`config.mk`:
```
export PLATFORM = sky130hd
export DESIGN_NAME = score_tracker
export DESIGN_NICKNAME = d
export VERILOG_FILES = /design/src/rtl/score_tracker.sv
export SDC_FILE = /design/constraint.sdc
export NUM_CORES = 1
export LEC_CHECK = 0
export BUFFER_PORTS_ARGS = -buffer_cell sky130_fd_sc_hd__buf_2
export CAP_MARGIN = 20
export CORE_MARGIN = 4
export CORE_UTILIZATION = 50
export DETAILED_ROUTE_END_ITERATION = 8
export GPL_ROUTABILITY_DRIVEN = 0
export GPL_TIMING_DRIVEN = 1
export PLACE_DENSITY = 0.8
export SYNTH_ARGS = -nofsm -noshare
export SYNTH_HDL_FRONTEND = slang
export SYNTH_SLANG_ARGS = --single-unit
```
`constraint.sdc`:
```
create_clock -name clk -period 2.7 [get_ports clk]
set_clock_uncertainty 0.1 [all_clocks]
set_input_delay 0.405 -clock clk [delete_from_list [all_inputs] [get_ports clk]]
set_output_delay 0.405 -clock clk [all_outputs]
set_load 0.005 [all_outputs]
```
`src/rtl/score_tracker.sv`:
```
// score_tracker: game-score bookkeeping for the Genius (Simon) game.
// Counts completed rounds, keeps the session high score and drives the value
// shown on the two-digit score display.
//
// Parameters:
//   MAX_SCORE      saturation ceiling for score (<= 64, the decoder's range)
//   TOGGLE_CYCLES  cycles per display phase while in OVER (>= 1)
// Ports:
//   clk         system clock, rising edge
//   rst_n       synchronous active-low reset
//   new_game    one-cycle pulse, start/restart a game
//   round_ok    one-cycle pulse, sequence reproduced correctly
//   game_over   one-cycle pulse, player failed
//   score       current game score, 0..MAX_SCORE
//   high_score  best score since reset
//   new_record  last finished game set a new high score
//   disp_score  value sent to the 7-segment decoder
//   playing     high while in PLAY
// All outputs are registered.
module score_tracker #(
    parameter int unsigned MAX_SCORE     = 64,
    parameter int unsigned TOGGLE_CYCLES = 25_000_000
) (
    input  logic       clk,
    input  logic       rst_n,
    input  logic       new_game,
    input  logic       round_ok,
    input  logic       game_over,
    output logic [6:0] score,
    output logic [6:0] high_score,
    output logic       new_record,
    output logic [6:0] disp_score,
    output logic       playing
);

    typedef enum logic [1:0] {
        StIdle = 2'b00,
        StPlay = 2'b01,
        StOver = 2'b10
    } state_e;

    localparam logic [6:0]  MaxScore = 7'(MAX_SCORE);
    localparam int unsigned CntW     = (TOGGLE_CYCLES > 1) ? $clog2(TOGGLE_CYCLES) : 1;
    localparam logic [CntW-1:0] CntLast = CntW'(TOGGLE_CYCLES - 1);

    state_e          state_q, state_d;
    logic [6:0]      score_q, score_d;
    logic [6:0]      high_q, high_d;
    logic            rec_q, rec_d;
    logic [6:0]      disp_q, disp_d;
    logic            playing_q, playing_d;
    logic [CntW-1:0] cnt_q, cnt_d;
    logic            phase_q, phase_d;
    logic [6:0]      score_sat;

    // Compare before the add so the increment can never wrap.
    assign score_sat = (round_ok && (score_q < MaxScore)) ? score_q + 7'd1 : score_q;

    always_comb begin
        state_d = state_q;
        score_d = score_q;
        high_d  = high_q;
        rec_d   = rec_q;
        // Counter and phase stay cleared everywhere except while remaining in OVER.
        cnt_d   = '0;
        phase_d = 1'b0;

        case (state_q)
            StIdle: begin
                if (new_game) begin
                    state_d = StPlay;
                    score_d = 7'd0;
                    rec_d   = 1'b0;
                end
            end
            StPlay: begin
                if (new_game) begin
                    score_d = 7'd0;
                    rec_d   = 1'b0;
                end else begin
                    score_d = score_sat;
                    if (game_over) begin
                        state_d = StOver;
                        // Tie is not a record.
                        if (score_sat > high_q) begin
                            high_d = score_sat;
                            rec_d  = 1'b1;
                        end else begin
                            rec_d = 1'b0;
                        end
                    end
                end
            end
            StOver: begin
                if (new_game) begin
                    state_d = StPlay;
                    score_d = 7'd0;
                    rec_d   = 1'b0;
                end else if (cnt_q == CntLast) begin
                    cnt_d   = '0;
                    phase_d = ~phase_q;
                end else begin
                    cnt_d   = cnt_q + CntW'(1);
                    phase_d = phase_q;
                end
            end
            default: begin
                state_d = StIdle;
            end
        endcase

        // Display follows the next state so it lines up with the other registered outputs.
        case (state_d)
            StPlay:  disp_d = score_d;
            StOver:  disp_d = phase_d ? high_d : score_d;
            default: disp_d = high_d;
        endcase
        playing_d = (state_d == StPlay);
    end

    always_ff @(posedge clk) begin
        if (!rst_n) begin
            state_q   <= StIdle;
            score_q   <= 7'd0;
            high_q    <= 7'd0;
            rec_q     <= 1'b0;
            disp_q    <= 7'd0;
            playing_q <= 1'b0;
            cnt_q     <= '0;
            phase_q   <= 1'b0;
        end else begin
            state_q   <= state_d;
            score_q   <= score_d;
            high_q    <= high_d;
            rec_q     <= rec_d;
            disp_q    <= disp_d;
            playing_q <= playing_d;
            cnt_q     <= cnt_d;
            phase_q   <= phase_d;
        end
    end

    assign score      = score_q;
    assign high_score = high_q;
    assign new_record = rec_q;
    assign disp_score = disp_q;
    assign playing    = playing_q;

endmodule

```
After elaboration in Yosys (flattened, before gate mapping)
Cells that the tools add are included.
Storage, ports and cells
  register bits after elaboration: 51
  latch bits: 0
  memory bits (writable): 0
  bits in read-only memories: 0
  input port bits: 5
  output and inout port bits: 23
  logic and storage cells: 50
  memories kept: 0
Cells by class
  add/sub/neg operators: 2
  multiply operators: 0
  divide/modulo/power cells: 0
  magnitude comparators: 2
  equality and inequality tests: 7
  shift operators: 0
  multiplexer cells: 22
  bitwise operators: 3
  reductions and logical operators: 6
Operator list (count)
  7-bit two-way mux: 8
  7-bit one-hot mux with 2 select lines: 2
  25-bit by 1-bit adder with 25-bit output, second input constant: 1
  25-bit equality test, second input constant: 1
  7-bit by 1-bit adder with 7-bit output, second input constant: 1
  7-bit > comparator: 1
  7-bit < comparator, second input constant: 1
  1-bit two-way mux: 7
  2-bit two-way mux: 3
  2-bit by 1-bit equality test with 1-bit output, second input constant: 2
  2-bit equality test, second input constant: 2
  2-bit one-hot mux with 2 select lines: 1
  4-bit OR reduction: 1
  3-bit inequality test, second input constant: 1
  1-bit NOT: 3
  3-bit AND reduction: 1
  2-bit zero test: 1
  2-bit by 1-bit inequality test with 1-bit output, second input constant: 1
  1-bit one-hot mux with 2 select lines: 1
  2-bit nonzero test: 1
  2-bit OR reduction: 1
  1-bit logical AND: 1

Logic depth before layout (Yosys ltp)
Gate-level depths: netlist of run 1.
  word-level depth: 10
  depth in mapped cells: 11
  mapped depth without buffers: 11

Least setup slack after synthesis of run 1
OpenSTA, ideal clock, no wires.
  path kind: flip-flop to flip-flop
  from: register score_q[0] (netlist: score[0])
  to: register disp_q[1] (netlist: disp_score[1])
  library setup time: 129 ps
  arrival time: 2386 ps
  data required time: 2471 ps
  slack: 85 ps
  stages on the path, launching flop included: 11
  path buffers: 0
  cells stage by stage: dfxtp_1 ha_1 and3_1 a41o_1 ha_1 nand4_1 a21oi_1 o2111ai_1 nor2_2 mux2i_1 o22ai_1
On the way
  word-level cells in the longest chain between the ends: 10
  elaborated cells on any way between the ends: 13
Ends and longest elaborated chain
  from (decl): line 47  | logic [6:0] score_q, score_d;
  from (signal assigned): line 133  | score_q <= score_d;
  7-bit < comparator: line 57  | assign score_sat = (round_ok && (score_q < MaxScore)) ? score_q + 7'd1 : score_q;
  1-bit logical AND: line 57
  7-bit two-way mux (*): line 57
  7-bit > comparator: line 85  | if (score_sat > high_q) begin
  7-bit two-way mux: line 85
  7-bit two-way mux: line 82  | if (game_over) begin
  7-bit two-way mux: line 77  | if (new_game) begin
  7-bit two-way mux: line 68  | case (state_q)
  7-bit two-way mux: line 115  | StOver: disp_d = phase_d ? high_d : score_d;
  7-bit one-hot mux with 2 select lines (*): line 113  | case (state_d)
  to (signal assigned): line 136  | disp_q <= disp_d;
  to (decl): line 50  | logic [6:0] disp_q, disp_d;
Mark *: on every way between the ends. The rest lies on a longest branch, timed or not.
A chain may end at the register's enable or synchronous reset.

Worst setup path in the final report of run 1
Same ends and word-level chain as after synthesis.

==> flow_metrics.py, run 1 <==
metrics = {
    "status": {
        "outcome": "complete, no violations",
    },
    "layout": {
        "final_util_pct": 62.94,
        "drive_gt1_share_pct": 24.70,
        "multiInputGateArea_um2": 1514,
        "register_area_um2": 1023,
        "diodes": 0,
        "design_area_um2": 3052,
        "area_delta_synth_final_pct": 19.27,
        "nFillCells": 372,
        "final_cell_mix": "dfxtp_1 (49), nor2_1 (43), nand2_1 (33), buf_2 (27), inv_1 (21)",
        "nNetsFinal": 351,
        "final_common_cell": "dfxtp_1",
    },
    "critical_path": {
        "crit_chain": "ha_2, and3_1, a41o_1, ha_4, nand4_1, a21oi_2, o2111ai_2, nor2_2, buf_6, mux2i_2, o22ai_1",
        "cp_top_family": "compound AO/OA/AOI/OAI gates",
        "critPathArrivalTime_ns": 2.71,
        "crit_required_ns": 2.78,
        "cp_slowest_cell": "dfxtp_2",
        "slowest_delay_ns": 0.34,
        "path_class": "register to register",
        "cp_max_fo": 6,
        "cp-start-kind": "register",
        "cp.buffers_inverters": 1,
        "end_kind": "register",
    },
    "power": {
        "pwr-share-seq_pct": 58.5,
        "internal-power_mw": 0.9857,
        "p_sw_share_pct": 24.71,
        "p_sw_mw": 0.3236,
        "power_per_cell_area_nw_per_um2": 429.0,
        "ir_drop_v": 0.0002872,
        "p_total_mw": 1.309,
        "power.share.clock_pct": 32.9,
        "p_leak_nw": 1.256,
        "pwr-share-comb_pct": 8.6,
    },
    "drt": {
        "route.met3.wl_um": 330,
        "routed-via-count": 2156,
        "drtIter0Drc": 95,
        "highest_layer": "met4",
        "firstDrtPassIters": 4,
        "wl_met2_um": 2686,
        "drt-total-wl_um": 5578,
        "drcViolationCount": 0,
        "via_per_inst": 5.350,
        "drtAntennaViolNets": 0,
        "wl_per_cell_um": 13.84,
        "routedLengthMet1_um": 2453,
    },
    "global_route": {
        "antenna_found_initial": 0,
        "grt_usage_pct": 18.03,
        "grt_max_degree": 26,
        "grt_pass1_vias": 2005,
        "grt-ovfl-total": 0,
        "grt_first_pass_wirelength_um": 9114,
    },
    "sta": {
        "hold_viol": 0,
        "fin_ws_ns": 0.06963,
        "fmax_mhz": 380.2,
        "slew_viol_final": 0,
        "finalCritPeriodShare_pct": 97.42,
        "setup_violations": 0,
        "relSlewSlack_pct": 65.60,
        "tightest_slew_ns": 0.5153,
        "period_needed_ns": 2.630,
    },
    "placed_design": {
        "dpl-instance-area_um2": 2840,
        "port_buffers": 27,
        "hpwl_um": 3952,
        "dp_slack_ns": -0.05396,
    },
    "yosys": {
        "yosys_warnings": 0,
        "syn_nets": 310,
        "ys_ff_latch": 51,
        "synth_edf_count": 0,
        "ys_types": 47,
        "synth-main-ff-cell": "dfxtp_1",
        "syn_inst": 294,
        "syn_avg_cell_area_um2": 8.703,
        "syn-cell-area_um2": 2559,
        "synthArstFlopShare_pct": 0,
        "seq_area_frac_synth_pct": 39.90,
    },
    "clock_tree": {
        "cts_tree": "yes",
        "clk_pin_slew_ns": 0.09,
        "root_buffer": "clkbuf_8",
        "htree_levels": 2,
        "worstSkewPairLatency_ns": 0.30,
        "cts_buffer_depth": 2,
        "cts-buffers-inserted": 5,
        "clock-sinks": 51,
    },
    "floorplan": {
        "start_util_pct": 52.77,
        "num_io_pins": 28,
        "core_um2": 4848,
        "dieArea_um2": 6326,
        "fp.dieW_um": 79.54,
        "die_h_um": 79.54,
        "rows": 25,
    },
    "job": {
        "maxCapViolCount": 0,
    },
    "hold_path": {
        "hold_path_class": "primary input to register",
    },
}
[stage by stage]
| stage | hold slack (ns) | cells | TNS (ns) |
|---|---|---|---|
| 2_1_floorplan | 0.3300 | 294 | 0 |
| 3_3_place_gp | 0.3439 | 393 | -0.009026 |
| 3_5_place_dp | 0.3671 | 393 | -0.3084 |
| 4_1_cts | 0.3657 | 401 | 0 |
| 5_1_grt | 0.3783 | 403 | -0.4978 |
| 6_report | 0.3764 | 403 | 0 |
[synthesized netlist by cell type, types with 2 or more instances]
| cell type | number | area share [%] |
|---|---|---|
| nand3b_1 | 3 | 0.88 |
| nor2_1 | 43 | 6.3 |
| nor2b_1 | 5 | 1.2 |
| nor4_4 | 2 | 1.7 |
| mux2i_1 | 6 | 2.3 |
| a21oi_1 | 7 | 1.4 |
| clkbuf_1 | 4 | 0.59 |
| o22ai_1 | 6 | 1.5 |
| a31o_2 | 2 | 0.68 |
| nand4_1 | 6 | 1.5 |
| xor2_1 | 16 | 5.5 |
| xnor2_1 | 12 | 4.1 |
| and2_1 | 4 | 0.98 |
| dfxtp_1 | 51 | 40 |
| a21o_1 | 2 | 0.59 |
| inv_1 | 21 | 3.1 |
| o21ai_0 | 7 | 1.4 |
| a22o_1 | 2 | 0.68 |
| ha_1 | 11 | 5.4 |
| nor2_2 | 2 | 0.49 |
| buf_2 | 3 | 0.59 |
| nand2_1 | 33 | 4.8 |
| and3_1 | 7 | 1.7 |
| nand4_2 | 2 | 0.98 |
| nand3_1 | 15 | 2.9 |
[power groups by stage]
stage          sequential (mW)  clock (mW)  combinational [mW]
2_1_floorplan            0.781           0              0.0657
3_3_place_gp             0.782           0              0.0990
3_5_place_dp             0.783           0              0.0992
4_1_cts                  0.765       0.441              0.0995
5_1_grt                  0.768       0.473               0.121
6_report                 0.766       0.431               0.112
[repair_timing]
item | in CTS | in global routing
setup endpoints to repair | 0 | 14
gates resized for setup | 0 | 23
buffers inserted | 0 | 2
hold buffers | 0 | 0
[flip-flops by register name (all words and copies together), names as in the netlist]
register    count
high_score      7
new_record      1
disp_score      7
cnt_q          25
score           7
state_q         2
phase_q         1
playing         1
[per-layer routing]
metal  track usage, %  vias to the layer above
li1                 -                     1071
met1            22.92                      993
met2            30.22                       79
met3            3.160                       13
met4            7.045                        0
met5                0                        -
[tightest hold or removal path, delay by kind of cell]
| family | cells | cell delay (ns) |
|---|---|---|
| buffers and inverters | 2 | 0.23 |
| and+or+nand+nor | 1 | 0.11 |
[logic make-up (layout without fill, tap and decap cells)]
group | Yosys count | in the layout | synth area share [%]
muxes | 8 | 8 | 3.667
xor gates and xnor gates | 28 | 28 | 9.584
DFF | 51 | 51 | 39.90
and+or+nand+nor | 131 | 131 | 26.36
AOI/OAI and AO/OA | 35 | 35 | 10.37
buffers and inverters | 30 | 72 | 4.743
adders and majority gates | 11 | 11 | 5.379
[area by class of cell]
class	count	area share, %
multi-input combinational	213	49.61
sequential	51	33.54
timing repair buffer	43	8.733
tap	67	2.747
inverter	21	2.583
clock buffer	6	2.378
clock inverter	2	0.4100
[worst paths after layout]
kind,from,end,slack [ns],depth (start not counted)
setup / recovery,score[0],disp_score[1],0.07,11
hold reg to reg,cnt_q[0],cnt_q[0],0.38,1
setup reg to reg,score[0],disp_score[1],0.07,11
hold / removal,rst_n,score[0],0.38,3
No activity file was read; power rests on OpenSTA's default activity.
==> run 2: changes to the inputs <==
Settings changed: CELL_PAD_IN_SITES_DETAIL_PLACEMENT set to 0, CELL_PAD_IN_SITES_GLOBAL_PLACEMENT set to 1, CORE_UTILIZATION 50 to 40, PLACE_DENSITY 0.8 to 0.84.
==> run 2 against run 1 <==
First-iteration DRC count decreased by 21%. Sequential share of layout area decreased by 0.74 points. Sequential cell count unchanged. Register-to-register slack about the same. Core utilization decreased by 11 points. Critical path depth increased by 1. Die area increased by 22%. Wire length increased by 2.9%. Maximum frequency increased by 0.57%. Clock-buffer cell count decreased by 1. Worst setup slack improved by 0.015 ns.
==> flow_metrics.py, run 2 (synthesis results as in run 1) <==
metrics = {
    "status": {
        "outcome": "complete, no violations",
    },
    "layout": {
        "drive_gt1_share_pct": 25.96,
        "nFillCells": 578,
        "final_util_pct": 51.49,
        "area_delta_synth_final_pct": 21.96,
        "largest_reg_flops": 25,
        "diodes": 0,
        "nNetsFinal": 354,
        "top_register": "cnt_q",
        "final_cell_mix": "dfxtp_1 (49), nor2_1 (43), nand2_1 (32), buf_2 (27), inv_1 (21)",
        "final_common_cell": "dfxtp_1",
        "fin_cells": 414,
    },
    "clock_tree": {
        "cts_buffer_depth": 2,
        "htree_levels": 2,
        "cts_tree": "yes",
        "clk_pin_slew_ns": 0.10,
        "cts-buffers-inserted": 5,
        "hold_buffers": 0,
        "worstSkewPairLatency_ns": 0.31,
        "root_buffer": "clkbuf_8",
        "clock-sinks": 51,
    },
    "floorplan": {
        "num_io_pins": 28,
        "fp.dieW_um": 87.98,
        "core_um2": 6061,
        "rows": 28,
        "die_h_um": 87.98,
        "start_util_pct": 42.22,
        "dieArea_um2": 7740,
    },
    "sta": {
        "hold_viol": 0,
        "relSlewSlack_pct": 65.33,
        "whs_ns": 0.3565,
        "rsz0062_at_grt": "true",
        "setup_violations": 0,
        "fin_setup_tns_ns": 0,
        "slew_viol_final": 0,
        "period_needed_ns": 2.616,
        "tightest_slew_ns": 0.5193,
        "finalCritPeriodShare_pct": 96.87,
        "fmax_mhz": 382.3,
    },
    "critical_path": {
        "cp-start-kind": "register",
        "cp_slowest_cell": "dfxtp_2",
        "slowest_delay_ns": 0.36,
        "cp-startpoint": "score[1]",
        "path_class": "register to register",
        "end_kind": "register",
        "critPathArrivalTime_ns": 2.70,
        "cp_max_fo": 4,
        "worstReg2RegStart": "score[1]",
        "crit_chain": "ha_2, and3_4, nand2_2, xnor2_2, ha_1, nand4_1, a21oi_2, o2111ai_2, nor2_2, buf_6, mux2i_1, o22ai_1",
        "crit_required_ns": 2.79,
    },
    "global_route": {
        "grt_pass1_vias": 2069,
        "grt_max_degree": 26,
        "antenna_found_initial": 0,
        "grt-ovfl-total": 0,
        "grt_usage_pct": 16.10,
        "grt_first_pass_wirelength_um": 9784,
    },
    "power": {
        "p_leak_nw": 1.291,
        "power_per_cell_area_nw_per_um2": 459.2,
        "ir_drop_v": 0.0002674,
    },
    "drt": {
        "highest_layer": "met4",
        "firstDrtPassIters": 5,
        "routed-via-count": 2104,
        "wl_met2_um": 2784,
        "routedLengthMet1_um": 2694,
        "drtAntennaViolNets": 0,
        "drtIter0Drc": 75,
        "wl_per_cell_um": 13.86,
        "via_per_inst": 5.082,
        "drcViolationCount": 0,
        "route.met3.wl_um": 191,
        "drt-total-wl_um": 5737,
    },
    "placed_design": {
        "dp.cells": 403,
        "hpwl_um": 4124,
        "port_buffers": 27,
    },
    "hold_path": {
        "hold_path_class": "primary input to register",
        "holdCritStartpoint": "rst_n",
    },
    "job": {
        "maxCapViolCount": 0,
    },
}
## run 2: cell count changes in the layout (fill, tap and decap cells not counted), sizes merged
| cell | previous run | this run |
|---|---|---|
| buf | 43 | 46 |
| bufinv | 0 | 1 |
| clkbuf | 6 | 5 |
| clkinvlp | 1 | 0 |
| inv | 21 | 22 |
## run 2: power by group
group	internal (mW)	switching (mW)	leakage (nW)
clock network	0.281	0.274	0.0587
registers	0.759	0.00696	0.413
logic	0.0460	0.0660	0.820
total	1.09	0.347	1.29
## run 2: layout make-up
cell class	instances	area [um2]	share of cell area (%)
clock buffers	5	68.82	2.205
clock inverters	3	47.55	1.524
inverters	21	78.83	2.526
multi-input cells	213	1515	48.56
flip-flops and latches	51	1023	32.80
well taps	75	93.84	3.007
repair buffers	46	292.8	9.383
## run 2: what timing repair did
action	in CTS	in global routing
hold endpoints to repair	0	0
pin swaps	0	8
setup endpoints to repair	1	15
gates resized for setup	2	23
setup buffers	0	3
## run 2: path summary, 6_finish.rpt
path	to	slack, ns	depth (start not counted)
min	score[0]	0.36	3
max	disp_score[4]	0.08	12
min reg2reg	cnt_q[0]	0.37	1
max reg2reg	disp_score[4]	0.08	12
## run 2: routing by layer
layer,GRT usage (%),vias up
met3,3.104,6
met2,27.40,30
met1,20.24,992
met5,0,-
met4,5.718,0
li1,-,1076
## run 2: critical path: cells and delay by family (launching register included)
family	cells	cell delay, ns
and+or+nand+nor	4	0.58
adders and majority gates	2	0.52
AOI/OAI and AO/OA	3	0.38
DFF	1	0.36
muxes	1	0.24
xor gates and xnor gates	1	0.17
buffers and inverters	1	0.15
## run 2: through the flow
stage          cell area (um2)  worst slack (ns)  power (mW)
2_1_floorplan             2559           0.08497      0.8466
3_3_place_gp              2865          -0.07774      0.8834
3_5_place_dp              2865           -0.1324      0.8829
4_1_cts                   2993           0.01972       1.442
5_1_grt                   3120          -0.06287       1.493
6_report                  3120           0.08448       1.433
